### config.mk
export PLATFORM = sky130hd
export DESIGN_NAME = pfsched
export DESIGN_NICKNAME = d
export VERILOG_FILES = /design/src/rtl/pfsched.sv
export SDC_FILE = /design/constraint.sdc
export NUM_CORES = 1
export LEC_CHECK = 0
export CAP_MARGIN = 0
export CORE_MARGIN = 4
export CORE_UTILIZATION = 38
export CTS_BUF_LIST = sky130_fd_sc_hd__clkbuf_2
export CTS_CLUSTER_DIAMETER = 60
export DETAILED_ROUTE_END_ITERATION = 12
export PLACE_DENSITY_LB_ADDON = 0.2
export SYNTH_ARGS = -nofsm -noshare
export SYNTH_HDL_FRONTEND = slang
export SYNTH_SLANG_ARGS = --single-unit
### constraint.sdc
create_clock -name clk -period 5.7 [get_ports clk]
set_clock_uncertainty 0.2 [all_clocks]
set_input_delay 1.14 -clock clk [delete_from_list [all_inputs] [get_ports clk]]
set_output_delay 1.14 -clock clk [all_outputs]
set_load 0.1 [all_outputs]
### src/rtl/pfsched.sv
// Two-source prefetch scheduler: per-source FIFOs with line-level duplicate
// filtering, a round-robin issue slot and an outstanding-prefetch credit limit.
module pfsched #(
  parameter int PA_W      = 50,
  parameter int LINE_BITS = 6,
  parameter int DEPTH     = 4,
  parameter int MAX_OUT   = 8
) (
  input  logic            clk,
  input  logic            reset,
  input  logic            enable,
  input  logic [PA_W-1:0] l1req_paddr,
  input  logic            l1req_valid,
  output logic            l1req_retry,
  input  logic [PA_W-1:0] l2req_paddr,
  input  logic            l2req_valid,
  output logic            l2req_retry,
  output logic [PA_W-1:0] pfreq_paddr,
  output logic            pfreq_src,
  output logic            pfreq_valid,
  input  logic            pfreq_retry,
  input  logic            pfdone_valid,
  output logic            busy
);

  localparam int AW = $clog2(DEPTH);
  localparam int LW = PA_W - LINE_BITS;

  logic [PA_W-1:0] reqPaddr [2];
  logic [1:0]      reqValid;

  logic [PA_W-1:0] mem_q      [2][DEPTH];
  logic [AW:0]     wrPtr_q    [2];
  logic [AW:0]     rdPtr_q    [2];
  logic [LW-1:0]   lastLine_q [2];
  logic [1:0]      lastVld_q;
  logic            slotVld_q;
  logic            slotSrc_q;
  logic            rrLast_q;
  logic [PA_W-1:0] slotAddr_q;
  logic [3:0]      outCnt_q;
  logic [3:0]      outCnt_d;

  logic [1:0]      empty, full, accept, push, cand, pop, wrEn;
  logic [PA_W-1:0] head [2];
  logic            slotFree, load, grant, doneDec;

  assign reqPaddr[0] = l1req_paddr;
  assign reqPaddr[1] = l2req_paddr;
  assign reqValid    = {l2req_valid, l1req_valid};

  // An empty FIFO presents the incoming request as its head, so a fresh
  // request can be loaded into the slot on the same edge it is accepted.
  always_comb begin
    empty  = '0;
    full   = '0;
    accept = '0;
    push   = '0;
    cand   = '0;
    for (int s = 0; s < 2; s++) begin
      empty[s]  = (wrPtr_q[s] == rdPtr_q[s]);
      full[s]   = (wrPtr_q[s][AW] != rdPtr_q[s][AW]) &&
                  (wrPtr_q[s][AW-1:0] == rdPtr_q[s][AW-1:0]);
      accept[s] = reqValid[s] && !full[s];
      push[s]   = accept[s] &&
                  !(lastVld_q[s] && (reqPaddr[s][PA_W-1:LINE_BITS] == lastLine_q[s]));
      cand[s]   = !empty[s] || push[s];
      head[s]   = empty[s] ? reqPaddr[s] : mem_q[s][rdPtr_q[s][AW-1:0]];
    end
  end

  always_comb begin
    slotFree = !slotVld_q || !pfreq_retry;
    load     = slotFree && enable && (outCnt_q < 4'(MAX_OUT)) && (|cand);
    grant    = (&cand) ? ~rrLast_q : ~cand[0];
    doneDec  = pfdone_valid && (outCnt_q != 4'd0);
    pop      = '0;
    wrEn     = '0;
    for (int s = 0; s < 2; s++) begin
      pop[s]  = load && (grant == 1'(s)) && !empty[s];
      wrEn[s] = push[s] && !(load && (grant == 1'(s)) && empty[s]);
    end
    case ({load, doneDec})
      2'b10:   outCnt_d = outCnt_q + 4'd1;
      2'b01:   outCnt_d = outCnt_q - 4'd1;
      default: outCnt_d = outCnt_q;
    endcase
  end

  always_ff @(posedge clk) begin
    for (int s = 0; s < 2; s++)
      if (wrEn[s]) mem_q[s][wrPtr_q[s][AW-1:0]] <= reqPaddr[s];
  end

  always_ff @(posedge clk or negedge reset) begin
    if (!reset) begin
      for (int s = 0; s < 2; s++) begin
        wrPtr_q[s]    <= '0;
        rdPtr_q[s]    <= '0;
        lastLine_q[s] <= '0;
      end
      lastVld_q  <= '0;
      slotVld_q  <= 1'b0;
      slotSrc_q  <= 1'b0;
      slotAddr_q <= '0;
      rrLast_q   <= 1'b1;
      outCnt_q   <= '0;
    end else begin
      for (int s = 0; s < 2; s++) begin
        if (wrEn[s]) wrPtr_q[s] <= wrPtr_q[s] + {{AW{1'b0}}, 1'b1};
        if (pop[s])  rdPtr_q[s] <= rdPtr_q[s] + {{AW{1'b0}}, 1'b1};
        if (accept[s]) begin
          lastLine_q[s] <= reqPaddr[s][PA_W-1:LINE_BITS];
          lastVld_q[s]  <= 1'b1;
        end
      end
      if (load) begin
        slotVld_q  <= 1'b1;
        slotAddr_q <= head[grant];
        slotSrc_q  <= grant;
        rrLast_q   <= grant;
      end else if (slotFree) begin
        slotVld_q  <= 1'b0;
      end
      outCnt_q <= outCnt_d;
    end
  end

  assign l1req_retry = full[0];
  assign l2req_retry = full[1];
  assign pfreq_paddr = slotAddr_q;
  assign pfreq_src   = slotSrc_q;
  assign pfreq_valid = slotVld_q;
  assign busy        = !(&empty) || slotVld_q || (outCnt_q != 4'd0);

endmodule

# After elaboration in Yosys (flattened, before gate mapping)
# Memories as Yosys holds them, arrays and structs flattened.
# Cells that the tools add are included.
# totals
ff_bits	159
mem_bits_rw	400
inputBits	107
output_inout_bits	55
wordCells	113
n_memories	1
# op_classes
n_addsub	6
n_lt_le_gt_ge	8
n_eq_ne	10
n_mux	23
bitwise_logic	8
n_reduce_logical	44
# mem_list
name	depth	width	rd	rd_ports_with_merged_regs	wr	line_no	text
mem_q	2	200	2	0	2	32	logic [PA_W-1:0] mem_q [2][DEPTH];
# op_table
cell	count
$mux W50	11
$mux W200	2
$bmux W50 S2	2
$demux W50 S2	2
$eq A44 B44 Y1	2
$logic_and A1 B1 Y1	22
$add A3 B1 Y3 const B	4
$ge A3 B3 Y1 const B	4
$not A2 Y3	4
$logic_not A1 Y1	11
$pmux W4 S2	1
$eq A3 B3 Y1	2
$lt A3 B1 Y1 const B	2
$logic_or A1 B1 Y1	5
$mux W1	5
$add A4 B1 Y4 const B	1
$eq A2 B2 Y1	2
$lt A4 B4 Y1 const B	1
$reduce_and A2 Y1	2
$reduce_bool A2 Y1	2
$reduce_bool A4 Y1	1
$sub A4 B1 Y4 const B	1
$not A1 Y1	3
$eq A2 B1 Y1 const B	1
5 further kinds	6

# Logic depth before layout (Yosys ltp)
# depth
ltp_word	15
mapped_depth	15
ltp_nobuf	14

# Worst setup path after synthesis
# OpenSTA, ideal clock, no wires.
# synth_timing
path_type	input port to flip-flop
start	input pfreq_retry
end	memory mem_q[0][200] (netlist name), enable pin
setup_time_ns	0.477
arrival_ns	4.534
required_time_ns	5.023
slack_ns	0.489
stages	7
n_path_buf	1
path_cell_list	nand2_1 nand3b_1 clkbuf_1 nor2_1 a21oi_1 o21ai_4 a21oi_1
# synth_rtl
item	line_no	text
from (decl)	21	input logic pfreq_retry,
to (decl)	32	

# Final worst setup path
# layout_timing
start	register rdPtr_q[0] (netlist name)
end	output busy
# layout_via
elab_chain_cells	5
# layout_rtl
item	line_no	text
from (decl)	34	logic [AW:0] rdPtr_q [2];
from (signal, indexed assignment)	111	if (pop[s]) rdPtr_q[s] <= rdPtr_q[s] + {{AW{1'b0}}, 1'b1};
$eq A3 B3 Y1	61	empty[s] = (wrPtr_q[s] == rdPtr_q[s]);
$reduce_and A2 Y1	134	assign busy = !(&empty) || slotVld_q || (outCnt_q != 4'd0);
$logic_not A1 Y1	134	
$logic_or A1 B1 Y1 (2 in series)	134	
to (decl)	23	output logic busy
# Every way passes these cells.

==> impl_metrics.env <==
export IMPL_path_class="reg2out"
export IMPL_start_util=0.383
export IMPL_p_switching_mw=6.79
export IMPL_num_rows=91
export IMPL_dominantRegCellSynth="edfxtp_1"
export IMPL_placed_cells=2560
export IMPL_rsz0062_at_grt="no"
export IMPL_cp_max_fo=17
export IMPL_min_path_type="reg2reg"
export IMPL_fin_setup_tns_ns=0
export IMPL_grt_antenna_before_repair=10
export IMPL_grt_pass1_wl_mm=96.3
export IMPL_synth_nets=1732
export IMPL_vias=14500
export IMPL_whs_ns=0.271
export IMPL_p_comb_frac=0.425
export IMPL_first_global_vias=15200
export IMPL_synth_cell_types=45
export IMPL_layout_drive_gt1_share=0.232
export IMPL_crit_path_end_kind="primary output"
export IMPL_fill_cells=5637
export IMPL_synth_seq_cells=559
export IMPL_fmax_mhz=191
export IMPL_swShare=0.420
export IMPL_ys_async_sr_fraction=0.284
export IMPL_clk_latency_ns=1.26
export IMPL_cts_resized=0
export IMPL_core_area_um2=61600
export IMPL_clk_pin_slew_ns=0.09
export IMPL_cts_sinks=559
export IMPL_hpwl_mm=39.8
export IMPL_pwr_share_clk=0.184
export IMPL_routedWlPerCell_um=22.7
export IMPL_finalCriticalPeriod_ns=5.24
export IMPL_layout_common_cells="edfxtp_1, nand2_1, clkbuf_2"
export IMPL_hold_viol=0
export IMPL_ir_drop_v=0.000296
export IMPL_cts_setup_buffers=0
export IMPL_max_cap_violations=0
export IMPL_ys_top_cells_by_area="edfxtp_1, dfrtp_1, mux4_2"
export IMPL_outcome="complete, no violations"
export IMPL_power_frac_seq=0.391
export IMPL_synth_area_um2=23600
export IMPL_critPathArrivalTime_ns=3.90
export IMPL_gp_congestion=0.807
export IMPL_die_w_um=257
export IMPL_io_pins=162
export IMPL_cts_tree="done"
export IMPL_routed_via_density=5.13
export IMPL_grt_remaining_overflow=0
export IMPL_synth_top_cell_area_share=0.509
export IMPL_slew_headroom=0.326
export IMPL_worst_slew_pin_slew_ns=1.01
export IMPL_clockBufferDepth=3
export IMPL_routed_wl_mm=64.2
export IMPL_cts_made_buffers=147
export IMPL_nets=1994
export IMPL_h_tree_depth=4
export IMPL_grt_util_all_layers=0.195
export IMPL_final_common_cell="edfxtp_1"
export IMPL_setup_viol=0
export IMPL_start_kind="flip-flop"
export IMPL_p_int_mw=9.37
export IMPL_yosysSeqAreaShare=0.678
export IMPL_synthCells=1611
export IMPL_synth_edf_count=400
export IMPL_die_y_um=257
export IMPL_required_ns=4.36
export IMPL_die_area_um2=66100
export IMPL_yosys_warnings=0
export IMPL_drc=0
export IMPL_area_delta_synth_final_pct=17.7
export IMPL_antenna_left=0
export IMPL_yosysTopAreaCell="edfxtp_1"
export IMPL_grt_max_degree=96
export IMPL_power_leakage_nw=10.3
export IMPL_dr_pass1_iters=5
export IMPL_synth_avg_cell_area_um2=14.6
export IMPL_cts_root_buf="clkbuf_2"
export IMPL_maxSlewViolCount=0
export IMPL_portBuffers=161
export IMPL_power_density_nw_per_um2=582
export IMPL_timing_final_crit_share=0.919
export IMPL_drtIter0Drc=958
export IMPL_layout_cells_non_filler=2834
-- what timing repair did --
action                                  CTS  global route
endpoints found under the setup margin    0             0
endpoints found under the hold margin    93             0
hold buffers                              1             0
-- critical path, cell delays in order, from the launching register on --
cell      delay, ns
dfrtp_4        0.63
xnor2_1        0.25
nand3b_1       0.65
nor2_4         0.73
nand3b_1       0.15
buf_4          0.27
-- sequential cells by signal (all words and copies together), names as in the netlist --
name	count
pfreq_valid	1
pfreq_src	1
lastVld_q	2
outCnt_q	4
mem_q	400
wrPtr_q	6
rdPtr_q	6
lastLine_q	88
rrLast_q	1
pfreq_paddr	50
-- cells by family (layout without fill, tap and decap cells) --
kind of cell / Yosys count / after routing / synth area share
and+or+nand+nor: 603 / 603 / 0.118
other: 0 / 5 / 0
muxes: 143 / 143 / 0.116
adders and majority gates: 14 / 14 / 0.00774
AOI/OAI and AO/OA: 77 / 77 / 0.0223
DFF: 559 / 559 / 0.678
xor gates and xnor gates: 100 / 100 / 0.0371
buffers and inverters: 115 / 496 / 0.0207
-- power groups by stage --
stage | clock network, mW | registers, mW | logic, mW
finish | 2.98 | 6.32 | 6.87
global route | 3.31 | 6.45 | 7.38
CTS | 3.09 | 6.33 | 6.97
detailed placement | 0 | 6.42 | 6.95
global placement | 0 | 6.37 | 6.90
floorplan | 0 | 7.46 | 3.67
-- cell usage after synthesis, types with 27 or more instances --
library cell / n
nand4_1: 61
dfrtp_1: 158
xnor2_1: 77
nand3_1: 107
nand2_1: 349
mux4_2: 100
mux2_2: 39
a31oi_1: 45
buf_2: 27
edfxtp_1: 400
clkbuf_1: 48
and2_1: 53
-- path summary, 6_finish.rpt --
kind / from / endpoint / slack, ns / cells past startpoint
setup / recovery: rdPtr_q[0] / busy / 0.46 / 5
hold / removal: lastVld_q[1] / lastVld_q[1] / 0.27 / 1
setup reg to reg: rdPtr_q[0] / outCnt_q[3] / 1.56 / 12
hold reg to reg: lastVld_q[1] / lastVld_q[1] / 0.27 / 1
max in group asynchronous: reset / lastLine_q[34] / 3.83 / 3
min in group asynchronous: reset / pfreq_valid / 0.41 / 2
-- per-layer routing --
metal | up-vias | part of all wire | GRT usage
met3 | 108 | 0.072 | 0.0618
li1 | 6589 | - | -
met2 | 437 | 0.47 | 0.305
met5 | - | 0.0016 | 0
met4 | 12 | 0.027 | 0.0718
met1 | 7385 | 0.43 | 0.258
-- area by class of cell --
type / count / area [um2] / share of cell area
multi-input cells: 937 / 7160 / 0.258
diodes: 5 / 12.5 / 0.000451
flip-flops and latches: 559 / 16000 / 0.576
well taps: 837 / 1050 / 0.0377
inverters: 25 / 93.8 / 0.00338
repair buffers: 203 / 2000 / 0.0721
clock buffers: 242 / 1210 / 0.0436
clock inverters: 26 / 234 / 0.00843
-- through the flow --
stage / total power [mW] / setup slack (ns) / area, um2 / util
after floorplan: 11.1 / 0.489 / 23600 / -
after global placement: 13.3 / 0.670 / 26300 / 0.427
after detailed placement: 13.4 / 0.637 / 26300 / 0.427
after CTS: 16.4 / 0.267 / 27800 / 0.451
after global routing: 17.1 / 0.0847 / 27800 / 0.451
final: 16.2 / 0.461 / 27800 / 0.451
Note: power is estimated with default switching activity, not from simulation.
